## src/rtl/ddr_request_arbiter_pkg.sv

```systemverilog
// Shared types for the DDR request arbiter: FSM state encoding and the muxed
// command bundle handed to the DDR controller wrapper.
package ddr_arbiter_pkg;

  localparam int ADDR_W = 27;
  localparam int DATA_W = 64;
  localparam int MASK_W = 8;

  typedef enum logic [1:0] {
    IDLE  = 2'd0,
    OWN   = 2'd1,
    DRAIN = 2'd2
  } arb_state_t;

  typedef struct packed {
    logic              write;
    logic              read;
    logic              push;
    logic              pull;
    logic [ADDR_W-1:0] address;
    logic [DATA_W-1:0] data;
    logic [MASK_W-1:0] mask;
  } ddr_cmd_t;

endpackage

```

## src/rtl/ddr_request_arbiter_if.sv

```systemverilog
// Bundle of requester-side and controller-side signals around the arbiter.
// The slave modport is the arbiter's view; master is the surrounding system.
interface ddr_request_arbiter_if #(
  parameter int REQUESTERS = 2
);
  import ddr_arbiter_pkg::*;

  logic [REQUESTERS-1:0]             req_i;
  logic [REQUESTERS-1:0]             release_i;
  logic [REQUESTERS-1:0]             read_issued_i;
  logic [REQUESTERS-1:0]             write_i;
  logic [REQUESTERS-1:0]             read_i;
  logic [REQUESTERS-1:0]             push_i;
  logic [REQUESTERS-1:0]             pull_i;
  logic [REQUESTERS-1:0][ADDR_W-1:0] address_i;
  logic [REQUESTERS-1:0][DATA_W-1:0] write_data_i;
  logic [REQUESTERS-1:0][MASK_W-1:0] write_mask_i;

  logic [REQUESTERS-1:0]             hold_o;
  logic [REQUESTERS-1:0]             read_valid_o;
  logic [REQUESTERS-1:0]             grant_o;

  logic                              ddr_write_o;
  logic                              ddr_read_o;
  logic                              ddr_push_o;
  logic                              ddr_pull_o;
  logic [ADDR_W-1:0]                 ddr_address_o;
  logic [DATA_W-1:0]                 ddr_write_data_o;
  logic [MASK_W-1:0]                 ddr_write_mask_o;
  logic                              ddr_ready_i;
  logic                              ddr_read_valid_i;

  modport slave (
    input  req_i, release_i, read_issued_i, write_i, read_i, push_i, pull_i,
    input  address_i, write_data_i, write_mask_i, ddr_ready_i, ddr_read_valid_i,
    output hold_o, read_valid_o, grant_o,
    output ddr_write_o, ddr_read_o, ddr_push_o, ddr_pull_o,
    output ddr_address_o, ddr_write_data_o, ddr_write_mask_o
  );

  modport master (
    output req_i, release_i, read_issued_i, write_i, read_i, push_i, pull_i,
    output address_i, write_data_i, write_mask_i, ddr_ready_i, ddr_read_valid_i,
    input  hold_o, read_valid_o, grant_o,
    input  ddr_write_o, ddr_read_o, ddr_push_o, ddr_pull_o,
    input  ddr_address_o, ddr_write_data_o, ddr_write_mask_o
  );

endinterface

```

## src/rtl/ddr_request_arbiter_picker.sv

```systemverilog
// Round-robin picker: returns the first active request found walking circularly
// upward from rr_ptr_i, as a one-hot vector (all zero when nothing is requesting).
module rr_priority_picker #(
  parameter int N     = 2,
  parameter int PTR_W = 1
) (
  input  logic [N-1:0]     req_i,
  input  logic [PTR_W-1:0] rr_ptr_i,
  output logic [N-1:0]     grant_o
);

  logic w_found;

  always_comb begin
    grant_o = '0;
    w_found = 1'b0;
    for (int i = 0; i < N; i++) begin
      if (!w_found && req_i[PTR_W'((int'(rr_ptr_i) + i) % N)]) begin
        grant_o[PTR_W'((int'(rr_ptr_i) + i) % N)] = 1'b1;
        w_found = 1'b1;
      end
    end
  end

endmodule

```

## src/rtl/ddr_request_arbiter.sv

```systemverilog
// Shares one DDR user port between several cache-side requesters: round-robin
// ownership, command/data mux to DDR and read-valid steering back to the owner.
module ddr_request_arbiter
  import ddr_arbiter_pkg::*;
#(
  parameter int REQUESTERS = 2,
  parameter int READ_BEATS = 2,
  parameter int MAX_OWN    = 64
) (
  input logic             clk_i,
  input logic             rst_i,
  ddr_request_arbiter_if.slave bus
);

  localparam int PTR_W  = (REQUESTERS > 1) ? $clog2(REQUESTERS) : 1;
  localparam int OWN_W  = $clog2(MAX_OWN);
  localparam int BEAT_W = $clog2(READ_BEATS) + 1;
  localparam logic [OWN_W-1:0]  OWN_LAST   = OWN_W'(MAX_OWN - 1);
  localparam logic [BEAT_W-1:0] BEATS_DONE = BEAT_W'(READ_BEATS);
  localparam logic [PTR_W-1:0]  PTR_LAST   = PTR_W'(REQUESTERS - 1);

  arb_state_t              r_state, w_nextState;
  logic [REQUESTERS-1:0]   r_grant, w_pick;
  logic [PTR_W-1:0]        r_rrPtr, r_owner, w_pickIdx, w_nextPtr;
  logic [OWN_W-1:0]        r_ownCnt;
  logic [BEAT_W-1:0]       r_beatCnt;
  ddr_cmd_t                w_cmd;
  logic                    w_cmdActive;

  rr_priority_picker #(
    .N     (REQUESTERS),
    .PTR_W (PTR_W)
  ) u_picker (
    .req_i    (bus.req_i),
    .rr_ptr_i (r_rrPtr),
    .grant_o  (w_pick)
  );

  always_comb begin
    w_pickIdx = '0;
    for (int i = 0; i < REQUESTERS; i++) begin
      if (w_pick[i]) w_pickIdx = PTR_W'(i);
    end
  end

  // Owner selection uses the registered owner index only, never the live request.
  always_comb begin
    w_cmd         = '0;
    w_cmd.write   = bus.write_i[r_owner];
    w_cmd.read    = bus.read_i[r_owner];
    w_cmd.push    = bus.push_i[r_owner];
    w_cmd.pull    = bus.pull_i[r_owner];
    w_cmd.address = bus.address_i[r_owner];
    w_cmd.data    = bus.write_data_i[r_owner];
    w_cmd.mask    = bus.write_mask_i[r_owner];
  end

  assign w_cmdActive = w_cmd.write | w_cmd.read;
  assign w_nextPtr   = (r_owner == PTR_LAST) ? '0 : r_owner + PTR_W'(1);

  always_comb begin
    w_nextState = r_state;
    case (r_state)
      IDLE: begin
        if (bus.ddr_ready_i && |bus.req_i) w_nextState = OWN;
      end
      OWN: begin
        if (bus.read_issued_i[r_owner]) begin
          w_nextState = DRAIN;
        end else if (bus.release_i[r_owner] || !bus.req_i[r_owner] ||
                     (r_ownCnt == OWN_LAST && !w_cmdActive)) begin
          w_nextState = IDLE;
        end
      end
      DRAIN: begin
        if (r_beatCnt == BEATS_DONE && !bus.ddr_read_valid_i) w_nextState = IDLE;
      end
      default: w_nextState = IDLE;
    endcase
  end

  always_comb begin
    bus.hold_o           = '1;
    bus.read_valid_o     = '0;
    bus.ddr_write_o      = 1'b0;
    bus.ddr_read_o       = 1'b0;
    bus.ddr_push_o       = 1'b0;
    bus.ddr_pull_o       = 1'b0;
    bus.ddr_address_o    = '0;
    bus.ddr_write_data_o = '0;
    bus.ddr_write_mask_o = '0;
    if (r_state == OWN || r_state == DRAIN) begin
      bus.read_valid_o[r_owner] = bus.ddr_read_valid_i;
      bus.ddr_pull_o            = w_cmd.pull;
      bus.ddr_address_o         = w_cmd.address;
      bus.ddr_write_data_o      = w_cmd.data;
      bus.ddr_write_mask_o      = w_cmd.mask;
    end
    if (r_state == OWN) begin
      bus.hold_o      = ~r_grant;
      bus.ddr_write_o = w_cmd.write;
      bus.ddr_read_o  = w_cmd.read;
      bus.ddr_push_o  = w_cmd.push;
    end
  end

  assign bus.grant_o = r_grant;

  // The forced-release counter saturates so a deferred release retries each cycle.
  always_ff @(posedge clk_i) begin
    if (rst_i) begin
      r_state   <= IDLE;
      r_grant   <= '0;
      r_owner   <= '0;
      r_rrPtr   <= '0;
      r_ownCnt  <= '0;
      r_beatCnt <= '0;
    end else begin
      r_state <= w_nextState;
      case (r_state)
        IDLE: begin
          if (w_nextState == OWN) begin
            r_grant   <= w_pick;
            r_owner   <= w_pickIdx;
            r_ownCnt  <= '0;
            r_beatCnt <= '0;
          end
        end
        OWN: begin
          if (r_ownCnt != OWN_LAST) r_ownCnt <= r_ownCnt + OWN_W'(1);
        end
        DRAIN: begin
          if (w_cmd.pull && r_beatCnt != BEATS_DONE) r_beatCnt <= r_beatCnt + BEAT_W'(1);
        end
        default: ;
      endcase
      if (r_state != IDLE && w_nextState == IDLE) begin
        r_grant <= '0;
        r_rrPtr <= w_nextPtr;
      end
    end
  end

endmodule

```

## src/flat_wrapper.sv

```systemverilog
// flat-port wrapper written by rule: the top's interface ports become plain ports
module ddr_request_arbiter_flat import ddr_arbiter_pkg::*;
#(
  parameter int REQUESTERS = 2,
  parameter int READ_BEATS = 2,
  parameter int MAX_OWN    = 64
)
  (clk_i, rst_i, bus_req_i, bus_release_i, bus_read_issued_i, bus_write_i, bus_read_i, bus_push_i, bus_pull_i, bus_address_i, bus_write_data_i, bus_write_mask_i, bus_ddr_ready_i, bus_ddr_read_valid_i, bus_hold_o, bus_read_valid_o, bus_grant_o, bus_ddr_write_o, bus_ddr_read_o, bus_ddr_push_o, bus_ddr_pull_o, bus_ddr_address_o, bus_ddr_write_data_o, bus_ddr_write_mask_o);
  ddr_request_arbiter_if #(.REQUESTERS(REQUESTERS)) bus_i ();
  input logic clk_i;
  input logic rst_i;
  input wire logic [$bits(bus_i.req_i)-1:0] bus_req_i;
  input wire logic [$bits(bus_i.release_i)-1:0] bus_release_i;
  input wire logic [$bits(bus_i.read_issued_i)-1:0] bus_read_issued_i;
  input wire logic [$bits(bus_i.write_i)-1:0] bus_write_i;
  input wire logic [$bits(bus_i.read_i)-1:0] bus_read_i;
  input wire logic [$bits(bus_i.push_i)-1:0] bus_push_i;
  input wire logic [$bits(bus_i.pull_i)-1:0] bus_pull_i;
  input wire logic [$bits(bus_i.address_i)-1:0] bus_address_i;
  input wire logic [$bits(bus_i.write_data_i)-1:0] bus_write_data_i;
  input wire logic [$bits(bus_i.write_mask_i)-1:0] bus_write_mask_i;
  input wire logic [$bits(bus_i.ddr_ready_i)-1:0] bus_ddr_ready_i;
  input wire logic [$bits(bus_i.ddr_read_valid_i)-1:0] bus_ddr_read_valid_i;
  output wire logic [$bits(bus_i.hold_o)-1:0] bus_hold_o;
  output wire logic [$bits(bus_i.read_valid_o)-1:0] bus_read_valid_o;
  output wire logic [$bits(bus_i.grant_o)-1:0] bus_grant_o;
  output wire logic [$bits(bus_i.ddr_write_o)-1:0] bus_ddr_write_o;
  output wire logic [$bits(bus_i.ddr_read_o)-1:0] bus_ddr_read_o;
  output wire logic [$bits(bus_i.ddr_push_o)-1:0] bus_ddr_push_o;
  output wire logic [$bits(bus_i.ddr_pull_o)-1:0] bus_ddr_pull_o;
  output wire logic [$bits(bus_i.ddr_address_o)-1:0] bus_ddr_address_o;
  output wire logic [$bits(bus_i.ddr_write_data_o)-1:0] bus_ddr_write_data_o;
  output wire logic [$bits(bus_i.ddr_write_mask_o)-1:0] bus_ddr_write_mask_o;
  assign bus_i.req_i = bus_req_i;
  assign bus_i.release_i = bus_release_i;
  assign bus_i.read_issued_i = bus_read_issued_i;
  assign bus_i.write_i = bus_write_i;
  assign bus_i.read_i = bus_read_i;
  assign bus_i.push_i = bus_push_i;
  assign bus_i.pull_i = bus_pull_i;
  assign bus_i.address_i = bus_address_i;
  assign bus_i.write_data_i = bus_write_data_i;
  assign bus_i.write_mask_i = bus_write_mask_i;
  assign bus_i.ddr_ready_i = bus_ddr_ready_i;
  assign bus_i.ddr_read_valid_i = bus_ddr_read_valid_i;
  assign bus_hold_o = bus_i.hold_o;
  assign bus_read_valid_o = bus_i.read_valid_o;
  assign bus_grant_o = bus_i.grant_o;
  assign bus_ddr_write_o = bus_i.ddr_write_o;
  assign bus_ddr_read_o = bus_i.ddr_read_o;
  assign bus_ddr_push_o = bus_i.ddr_push_o;
  assign bus_ddr_pull_o = bus_i.ddr_pull_o;
  assign bus_ddr_address_o = bus_i.ddr_address_o;
  assign bus_ddr_write_data_o = bus_i.ddr_write_data_o;
  assign bus_ddr_write_mask_o = bus_i.ddr_write_mask_o;
  ddr_request_arbiter #(.REQUESTERS(REQUESTERS), .READ_BEATS(READ_BEATS), .MAX_OWN(MAX_OWN)) u_core (.clk_i(clk_i), .rst_i(rst_i), .bus(bus_i));
endmodule
```

## config.mk

```make
export PLATFORM = sky130hd
export DESIGN_NAME = ddr_request_arbiter_flat
export DESIGN_NICKNAME = d
export VERILOG_FILES = /design/src/rtl/ddr_request_arbiter_pkg.sv /design/src/rtl/ddr_request_arbiter_if.sv /design/src/rtl/ddr_request_arbiter_picker.sv /design/src/rtl/ddr_request_arbiter.sv /design/src/flat_wrapper.sv
export SDC_FILE = /design/constraint.sdc
export NUM_CORES = 1
export LEC_CHECK = 0
export BUFFER_PORTS_ARGS = -buffer_cell sky130_fd_sc_hd__buf_2
export CAP_MARGIN = 20
export CORE_AREA = 10 10 119 121
export CTS_BUF_LIST = sky130_fd_sc_hd__clkbuf_8
export CTS_CLUSTER_DIAMETER = 120
export DETAILED_ROUTE_END_ITERATION = 10
export DIE_AREA = 0 0 129 131
export PLACE_DENSITY = 0.58
export SETUP_SLACK_MARGIN = 0.1
export SLEW_MARGIN = 30
export SYNTH_ARGS = -nofsm -noshare
export SYNTH_HDL_FRONTEND = slang
export SYNTH_SLANG_ARGS = --single-unit
```

## constraint.sdc

```tcl
create_clock -name clk_i -period 4.6 [get_ports clk_i]
set_clock_uncertainty 0.15 [all_clocks]
set_input_delay 0.92 -clock clk_i [delete_from_list [all_inputs] [get_ports clk_i]]
set_output_delay 0.92 -clock clk_i [all_outputs]
set_load 0.05 [all_outputs]
```

== Word-level counts from Yosys, hierarchy flattened ==
Index checks and enable logic that the tools add are counted.

* Register bits after elaboration: 14
* Input bits: 216
* Output and inout port bits: 109
* Logic and storage cells: 111

* Add/sub/neg operators: 4
* $lt $le $gt $ge: 6
* Equal/unequal tests: 10
* Muxes and demuxes: 55
* Bitwise gates (word level): 4
* Reductions and logical operators: 26

{| class="wikitable"
|+ Operators with widths
! kind !! number
|-
| $mux W64 || 3
|-
| $mux W27 || 3
|-
| $mux W1 || 28
|-
| $mux W8 || 3
|-
| $mux W2 || 10
|-
| $mux W6 || 2
|-
| $pmux W6 S2 || 1
|-
| $logic_and A1 B1 Y1 || 9
|-
| $add A6 B1 Y6 const B || 1
|-
| $eq A6 B6 Y1 const B || 1
|-
| $lt A1 B3 Y1 const B || 2
|-
| $ne A2 B2 Y1 const B || 3
|-
| $ne A6 B6 Y1 const B || 1
|-
| $pmux W2 S3 || 1
|-
| $reduce_and A3 Y1 || 2
|-
| $reduce_bool A2 Y1 || 3
|-
| $eq A2 B1 Y1 const B || 2
|-
| $eq A2 B2 Y1 const B || 2
|-
| $logic_not A1 Y1 || 4
|-
| $logic_not A2 Y1 || 2
|-
| $pmux W2 S2 || 1
|-
| $reduce_or A2 Y1 || 2
|-
| $demux W1 S1 || 3
|-
| $ge A1 B1 Y1 const B || 3
|-
| 10 further kinds || 13
|}

== Logic depth before layout (Yosys ltp) ==
Gate-level depths: netlist of run 1.

* Depth in word-level cells: 12
* Mapped depth: 8
* Mapped depth without buffers: 7

== Hierarchy ==
A second synthesis of run 1 with hierarchy kept.

* Cells, all modules: 340
* Area total of the unflattened synthesis: 2753.9 um^2

{| class="wikitable"
|+ By module, submodules not included
! module !! instances !! cells an instance !! area an instance (um^2) !! seq. area each (um^2)
|-
| ddr_request_arbiter || 1 || 337 || 2728.9 || 280.3
|-
| rr_priority_picker || 1 || 3 || 25.0 || 0.0
|}

== Least setup slack after synthesis of run 1 ==
Ideal clock, no wire load.

* Kind: flip-flop to output port
* Start point: reg u_core.r_state[0]
* End point: out bus_ddr_address_o[12]
* Data arrival time: 1.634 ns
* Data required time: 3.530 ns
* Path slack: 1.896 ns
* Stages on the path, launching flop included: 6
* Path buffers: 2
* Cells stage by stage: dfxtp_1 > inv_1 > ha_1 > clkbuf_1 > clkbuf_1 > and2_1

* Longest elaborated chain between the ends: 3
* Elaborated cells between the ends (all ways): 4
* Classes of those cells: eq/ne (2); mux (1); reduce/logical (1)

{| class="wikitable"
|+ RTL lines
! what !! RTL line !! RTL
|-
| from (decl) || ddr_request_arbiter.sv:22 || <nowiki>arb_state_t r_state, w_nextState;</nowiki>
|-
| from (signal assigned) || ddr_request_arbiter.sv:119 || <nowiki>r_state <= w_nextState;</nowiki>
|-
| $eq A2 B1 Y1 or $eq A2 B2 Y1 (tied branches) || ddr_request_arbiter.sv:92 || <nowiki>if (r_state == OWN || r_state == DRAIN) begin</nowiki>
|-
| $logic_or A1 B1 Y1 (*) || ddr_request_arbiter.sv:92 ||
|-
| $mux W27 (*) || ddr_request_arbiter.sv:92 ||
|-
| to (decl) || flat_wrapper.sv:31 || <nowiki>output wire logic [$bits(bus_i.ddr_address_o)-1:0] bus_ddr_address_o;</nowiki>
|}

Mark *: on every way between the ends. The rest lies on a longest branch, timed or not.

== Final worst setup path of run 1 ==
* Start point: reg u_core.r_state[1]
* End point: out bus_ddr_write_data_o[0]

* Longest elaborated chain between the ends: 3
* Elaborated cells between the ends (all ways): 4
* Classes of those cells: eq/ne (2); mux (1); reduce/logical (1)

{| class="wikitable"
|+ RTL lines
! what !! RTL line !! RTL
|-
| $eq A2 B1 Y1 or $eq A2 B2 Y1 (tied branches) || ddr_request_arbiter.sv:92 ||
|-
| $logic_or A1 B1 Y1 (*) || ddr_request_arbiter.sv:92 ||
|-
| $mux W64 (*) || ddr_request_arbiter.sv:92 ||
|-
| to (decl) || flat_wrapper.sv:32 || <nowiki>output wire logic [$bits(bus_i.ddr_write_data_o)-1:0] bus_ddr_write_data_o;</nowiki>
|}

Marks and branches as above.

==> out/qor.csv, run 1 <==
stage,metric,value,unit
outcome,status,"finished, final reports clean",
cts,Sink Count,12,
route,total number of vias,2222,
cts,clock root cell,clkbuf_8,
route,Via density,3.86,
placed_design,post-DP HPWL,8.21,mm
synthesis,register bit total from synthesis,12,
route,First-pass DRT Iterations,4,
pwr,PD cells,343,nW/um^2
min_path,worst min path class,register to register,
timing,TNS Setup,0,ps
critical_path,endpoint class of the critical path,primary output,
synthesis,post-synthesis sequential area ratio,15.0,%
timing,minimum clock period,3280,ps
cts,Post-CTS Hold Fix Bufs,0,
critical_path,"critical path fanouts, max",101,
route,number of DRC markers in iteration 0,101,
placed_design,post-place instance area,2790,um^2
synthesis,"Top FF cell, synth",dfxtp_1,
route,WL/cell,16.5,um
floorplan,Starting Density,13.5,%
cts,clk slew on worst S/H paths,50,ps
global_routing,pin count of the biggest net entering global routing,102,
global_routing,grt total ovfl,0,
synthesis,syn_area_per_cell,7.11,um^2
cts,CTS buffer count,3,
pwr,Pleak,1.61,nW
floorplan,Die ar.,16900,um^2
critical_path,Worst EP arrival,2210,ps
cts,postcts setup bufs,0,
critical_path,worst stage delay on the critical path,540,ps
route,Post-Route WL,9.51,mm
floorplan,Die X-Extent,129,um
job,max-cap violation count,0,
layout,Register Area,240,um^2
layout,Area Growth Syn to Fin,77.6,%
layout,area of the multi-input gates,1250,um^2
floorplan,Die Y,131,um
global_routing,vias in the first global route,2302,
timing,Fin. Hold Viols,0,
cts,H-tree Lvls,1,
critical_path,Crit Path Category,register to primary output,
layout,share of layout cells above drive strength 1,53.0,%
cts,CTS Buffer Depth,2,
synthesis,Synth async-reset ratio,0,%
layout,NumNets Final,651,
critical_path,CP max-delay cell,buf_4,
global_routing,GR Util All Layers,10.2,%
timing,Rel. slew slack,51.0,%
floorplan,core area,11800,um^2
critical_path,Startpoint Class,register,
floorplan,row count,40,
cts,cts repair resizes,0,
critical_path,Worst Path Required,3530,ps
pwr,Power Total,975,uW
cts,CTS tree,done,
critical_path,crit path cell chain,"inv_1, ha_2, buf_4, and2_1, buf_2",
layout,Fillers,1331,
timing,fmax,305,MHz
placed_design,Inst Count DP,571,
timing,Worst Tran Pin Value,733,ps
layout,diode count,0,
synthesis,Mapped Area,1600,um^2
timing,RSZ-0062 raised after global routing,false,
route,Residual DRC,0,
placed_design,port buffer count,216,
timing,"Slew Viols, Final",0,
synthesis,Ys Warns,0,
global_routing,initial antenna violation count,0,
floorplan,Ports,325,
synthesis,Unique masters post-synth,41,
timing,"Period Utilization, post-route",71.2,%
pwr,Peak supply drop,0.000160,V
global_routing,first-pass GRT wire length,13.4,mm
layout,Finished Cell Area,2840,um^2
synthesis,post-synthesis cell count,225,
route,Final ANT Viol Nets,0,
synthesis,number of synthesized flops with an enable pin,0,
placed_design,GPL Wtd Cong,0.765,
cts,worst skew pair latency,240,ps
layout,final std cells w/o fill,575,
timing,final setup vio count,0,
-- layout make-up --
cell class / count / share of cell area, %
multi-input cells: 190 / 44.2
flip-flops and latches: 12 / 8.45
well taps: 147 / 6.47
clock buffers: 4 / 1.94
repair buffers: 217 / 38.3
inverters: 5 / 0.661
-- flip-flops by register name, indices dropped and copies added (netlist names) --
register / count
u_core.bus.grant_o: 1
u_core.r_beatCnt: 2
u_core.r_state: 2
u_core.r_rrPtr: 1
u_core.r_ownCnt: 6
-- metrics by stage --
step                      setup slack (ps)  utilization, %  hold WS [ps]
after floorplan                       1900               -           308
after CTS                             1260            24.1           341
after global placement                1530            23.6           330
final                                 1320            24.1           337
after global routing                  1100            24.1           391
after detailed placement              1530            23.6           331
-- power by group --
part	switching, mW	internal (mW)	leakage [nW]
Clock	0.0430	0.0758	0.0288
Combinational	0.554	0.183	1.49
Sequential	0.00730	0.112	0.0974
-- synth_stat cells (2+ instances only) --
| cell | n | area (um^2) |
|---|---|---|
| inv_1 | 5 | 18.8 |
| buf_2 | 2 | 10.0 |
| clkbuf_1 | 13 | 48.8 |
| a211oi_1 | 3 | 22.5 |
| and2_1 | 105 | 657 |
| nor4_1 | 3 | 18.8 |
| nor2b_1 | 2 | 12.5 |
| mux2i_1 | 2 | 20.0 |
| a31oi_1 | 4 | 25.0 |
| o21ai_0 | 6 | 30.0 |
| a21oi_1 | 6 | 30.0 |
| dfxtp_1 | 12 | 240 |
| nor3_1 | 5 | 25.0 |
| buf_4 | 3 | 22.5 |
| nand4b_1 | 2 | 17.5 |
| o21a_1 | 2 | 15.0 |
| nor2_1 | 9 | 33.8 |
| nand3_1 | 7 | 35.0 |
| nand2_1 | 6 | 22.5 |
| ha_1 | 6 | 75.1 |
| conb_1 | 2 | 7.51 |
-- cell usage in the layout (no fill, tap or decap), types with 2 or more instances in the layout --
cell type	count
buf_2	216
and2_1	105
dfxtp_1	12
nor2_1	9
nand3_1	7
nand2_1	6
a21oi_1	6
o21ai_0	6
inv_1	5
nor3_1	5
ha_1	5
a31oi_1	4
clkbuf_8	4
nor4_1	3
a211oi_1	3
conb_1	3
nor2b_1	2
o21a_1	2
nand4b_1	2
mux2i_1	2
-- critical path: cells and delay by family, from the launching register on --
family | cells | cell delay (ps)
buf+inv | 3 | 950
simple gates | 1 | 220
fa+ha+maj | 1 | 320
flops | 1 | 430
-- kinds of logic (layout without fill, tap and decap cells) --
kind of cell / after synthesis / after routing / share of synthesized area, %
flops: 12 / 12 / 15.0
other cells: 2 / 3 / 0.469
fa+ha+maj: 6 / 6 / 4.69
buf+inv: 24 / 226 / 6.96
compound gates: 33 / 33 / 16.3
mux: 2 / 2 / 1.25
simple gates: 146 / 146 / 55.4
-- path summary, 6_finish.rpt --
path	from	slack, ps	end	cells past startpoint
hold / removal	u_core.r_beatCnt[1]$_SDFFE_PP0P_	340	u_core.r_beatCnt[1]$_SDFFE_PP0P_	2
setup / recovery	u_core.r_state[1]$_SDFF_PP0_	1320	bus_ddr_write_data_o[0]	5
setup reg to reg	u_core.r_state[1]$_SDFF_PP0_	1950	u_core.r_ownCnt[4]$_SDFFE_PP0P_	6
hold reg to reg	u_core.r_beatCnt[1]$_SDFFE_PP0P_	340	u_core.r_beatCnt[1]$_SDFFE_PP0P_	2
-- layer usage --
layer	up-vias	share of wire (%)	global-route usage (%)
met1	946	35	10.5
met5	-	0	0
met3	2	13	5.72
met2	124	52	18.6
li1	1150	-	-
met4	0	0.13	0.602
Power figures use the tool's default switching activity.
==> run 2: changes to the inputs <==
--- a/config.mk
+++ b/config.mk
@@ -5,14 +5,15 @@
 export SDC_FILE = /design/constraint.sdc
 export NUM_CORES = 1
 export LEC_CHECK = 0
+export ABC_AREA = 1
 export BUFFER_PORTS_ARGS = -buffer_cell sky130_fd_sc_hd__buf_2
 export CAP_MARGIN = 20
-export CORE_AREA = 10 10 119 121
+export CORE_AREA = 10 10 118 120
 export CTS_BUF_LIST = sky130_fd_sc_hd__clkbuf_8
 export CTS_CLUSTER_DIAMETER = 120
 export DETAILED_ROUTE_END_ITERATION = 10
-export DIE_AREA = 0 0 129 131
-export PLACE_DENSITY = 0.58
+export DIE_AREA = 0 0 128 130
+export PLACE_DENSITY = 0.59
 export SETUP_SLACK_MARGIN = 0.1
 export SLEW_MARGIN = 30
 export SYNTH_ARGS = -nofsm -noshare
==> constraint.sdc (replaced) <==
create_clock -name clk_i -period 3.3 [get_ports clk_i]
set_clock_uncertainty 0.15 [all_clocks]
set_input_delay 0.66 -clock clk_i [delete_from_list [all_inputs] [get_ports clk_i]]
set_output_delay 0.66 -clock clk_i [all_outputs]
set_load 0.05 [all_outputs]
==> out/qor.csv, run 2 <==
stage,metric,value,unit,change
placed_design,GPL Wtd Cong,0.794,,was 0.765
synthesis,post-synthesis sequential area ratio,14.3,%,was 15.0%
floorplan,Die Y,130,um,was 131 um
pwr,PD cells,484,nW/um^2,was 343 nW/um^2
cts,cts repair resizes,0,,unchanged
critical_path,"critical path fanouts, max",101,,unchanged
cts,CTS Buffer Depth,2,,unchanged
timing,"Slew Viols, Final",0,,unchanged
route,Post-Route WL,8.49,mm,was 9.51 mm
layout,biggest regs,"u_core.r_ownCnt: 6 flops, u_core.r_beatCnt: 2 flops, u_core.r_state: 2 flops",,unchanged
floorplan,Die ar.,16600,um^2,was 16900 um^2
cts,Sink Count,12,,unchanged
cts,CTS tree,done,,unchanged
cts,H-tree Lvls,1,,unchanged
route,Top Metal Used,met5,,was met4
critical_path,Worst Path Required,2490,ps,was 3530 ps
job,max-cap violation count,0,,unchanged
route,First-pass DRT Iterations,4,,unchanged
synthesis,Mapped Area,1680,um^2,was 1600 um^2
global_routing,initial antenna violation count,2,,was 0
synthesis,most common cell in the netlist,nand2_1,,was and2_1
placed_design,post-DP HPWL,7.37,mm,was 8.21 mm
critical_path,Worst EP arrival,1890,ps,was 2210 ps
synthesis,Ys Warns,0,,unchanged
floorplan,Starting Density,14.3,%,was 13.5%
route,number of DRC markers in iteration 0,95,,was 101
synthesis,post-synthesis cell count,348,,was 225
critical_path,Reg2Reg Setup Slack,970,ps,was 1950 ps
route,M1 wire length,3.25,mm,was 3.31 mm
timing,"Period Utilization, post-route",81.9,%,
pwr,Pleak,2.49,nW,was 1.61 nW
layout,Area Growth Syn to Fin,75.0,%,was 77.6%
timing,fmax,370,MHz,
route,WL/cell,12.1,um,was 16.5 um
timing,Fin. Hold Viols,0,,unchanged
pwr,Power Total,1.42,mW,was 975 uW
placed_design,port buffer count,216,,unchanged
global_routing,grt total ovfl,0,,unchanged
layout,most frequent cells in the layout,"216 x buf_2, 127 x nand2_1, 119 x inv_1",,"was 216 x buf_2, 105 x and2_1, 12 x dfxtp_1"
critical_path,Startpoint Class,register,,unchanged
outcome,status,"finished, final reports clean",,unchanged
route,met2 wire len,3.87,mm,was 4.91 mm
cts,clock root cell,clkbuf_8,,unchanged
synthesis,number of synthesized flops with an enable pin,0,,unchanged
pwr,Peak supply drop,0.000201,V,was 0.000160 V
layout,Top reg by flops,u_core.r_ownCnt,,unchanged
cts,CTS buffer count,3,,unchanged
timing,final setup vio count,0,,unchanged
floorplan,Die X-Extent,128,um,was 129 um
synthesis,share of the synthesized area in the top cell type,28.4,%,was 41.0%
synthesis,leading area contributor after synthesis,nand2_1,,was and2_1
route,total number of vias,2440,,was 2222
timing,RSZ-0062 raised after global routing,false,,unchanged
route,Residual DRC,0,,unchanged
floorplan,row count,40,,unchanged
synthesis,Synth async-reset ratio,0,%,unchanged
floorplan,core area,11700,um^2,was 11800 um^2
floorplan,Ports,325,,unchanged
synthesis,syn_area_per_cell,4.82,um^2,was 7.11 um^2
synthesis,"Top FF cell, synth",dfxtp_1,,unchanged
synthesis,register bit total from synthesis,12,,unchanged
min_path,worst min path class,register to register,,unchanged
cts,worst skew pair latency,250,ps,was 240 ps
layout,Largest register FFs,6,,unchanged
critical_path,endpoint class of the critical path,primary output,,unchanged
cts,clk slew on worst S/H paths,60,ps,was 50 ps
global_routing,GR Util All Layers,9.01,%,was 10.2%
layout,Fillers,1382,,was 1331
critical_path,Crit Path Category,register to primary output,,unchanged
global_routing,pin count of the biggest net entering global routing,102,,unchanged
route,met3 WL post-DR,1.32,mm,was 1.28 mm
cts,postcts setup bufs,0,,unchanged
global_routing,vias in the first global route,2439,,was 2302
timing,minimum clock period,2700,ps,
synthesis,Unique masters post-synth,23,,was 41
cts,Post-CTS Hold Fix Bufs,0,,unchanged
layout,NumNets Final,777,,was 651
route,Via density,3.48,,was 3.86
global_routing,first-pass GRT wire length,12.3,mm,was 13.4 mm
synthesis,Post-synth top cells,"127 x nand2_1, 119 x inv_1, 25 x nor2_1, 12 x dfxtp_1, 11 x clkbuf_1",,"was 105 x and2_1, 13 x clkbuf_1, 12 x dfxtp_1, 9 x nor2_1, 7 x nand3_1"
route,Final ANT Viol Nets,0,,unchanged
layout,share of layout cells above drive strength 1,42.3,%,was 53.0%
layout,"commonest non-fill, non-tap cell in the layout",buf_2,,unchanged
timing,TNS Setup,0,ps,unchanged
synthesis,Synth area leaders,"nand2_1 28%, inv_1 27%, dfxtp_1 14%, nor2_1 5.6%, ha_1 4.5%",,"was and2_1 41%, dfxtp_1 15%, ha_1 4.7%, clkbuf_1 3.0%, nand3_1 2.2%"
-- run 2: worst paths after layout --
check                                          to                          from  depth (start not counted)
setup / recovery         bus_ddr_write_data_o[24]  u_core.r_state[1]$_SDFF_PP0_                          6
hold / removal        u_core.r_rrPtr$_SDFFE_PP0P_   u_core.r_rrPtr$_SDFFE_PP0P_                          2
setup reg to reg  u_core.r_ownCnt[3]$_SDFFE_PP0P_  u_core.r_state[1]$_SDFF_PP0_                         12
hold reg to reg       u_core.r_rrPtr$_SDFFE_PP0P_   u_core.r_rrPtr$_SDFFE_PP0P_                          2
-- run 2: cells by family (layout without fill, tap and decap cells) --
group / Yosys count / in the layout / share of synthesized area, %
other: 2 / 4 / 0.448
adder cells (fa/ha/maj): 6 / 6 / 4.47
AO/OA/AOI/OAI: 20 / 20 / 7.16
AND/OR/NAND/NOR: 171 / 171 / 41.4
buffers and inverters: 137 / 341 / 32.2
flip-flops: 12 / 12 / 14.3
-- run 2: where the power goes --
part           switching, mW  internal, mW  leakage [nW]
combinational          0.825         0.260          2.37
sequential            0.0229         0.176        0.0987
clock                 0.0572        0.0807        0.0216
total                  0.905         0.516          2.49
-- run 2: stage by stage --
step | utilization [%] | area [um^2] | hold WS, ps | setup slack, ps | cells
final | 25.1 | 2940 | 310 | 597 | 701
after global routing | 25.1 | 2930 | 341 | 427 | 700
after global placement | 24.7 | 2890 | 288 | 846 | 697
after detailed placement | 24.7 | 2890 | 305 | 836 | 697
after CTS | 25.1 | 2930 | 314 | 562 | 700
after floorplan | - | 1680 | 274 | 844 | 349
-- run 2: layout make-up --
type / count / area (um^2) / area share (%)
Timing Repair Buffer: 217 / 1100 / 37.5
Multi-Input combinational cell: 200 / 913 / 31.1
Inverter: 121 / 454 / 15.5
Sequential cell: 12 / 240 / 8.18
Tap cell: 147 / 184 / 6.26
Clock buffer: 3 / 41.3 / 1.41
Antenna cell: 1 / 2.50 / 0.0852
-- run 2: per-layer routing --
metal	global-route usage, %	vias to the layer above
li1	-	1357
met1	9.43	955
met2	14.7	119
met3	6.53	7
met4	1.19	2
met5	0	-
-- run 2: worst max-delay path, cell delays in order, from the launching register on --
cell and delay [ps]:
dfxtp_1 420, inv_1 130, ha_4 290, buf_12 320, nand2_1 120, inv_1 60
buf_2 260
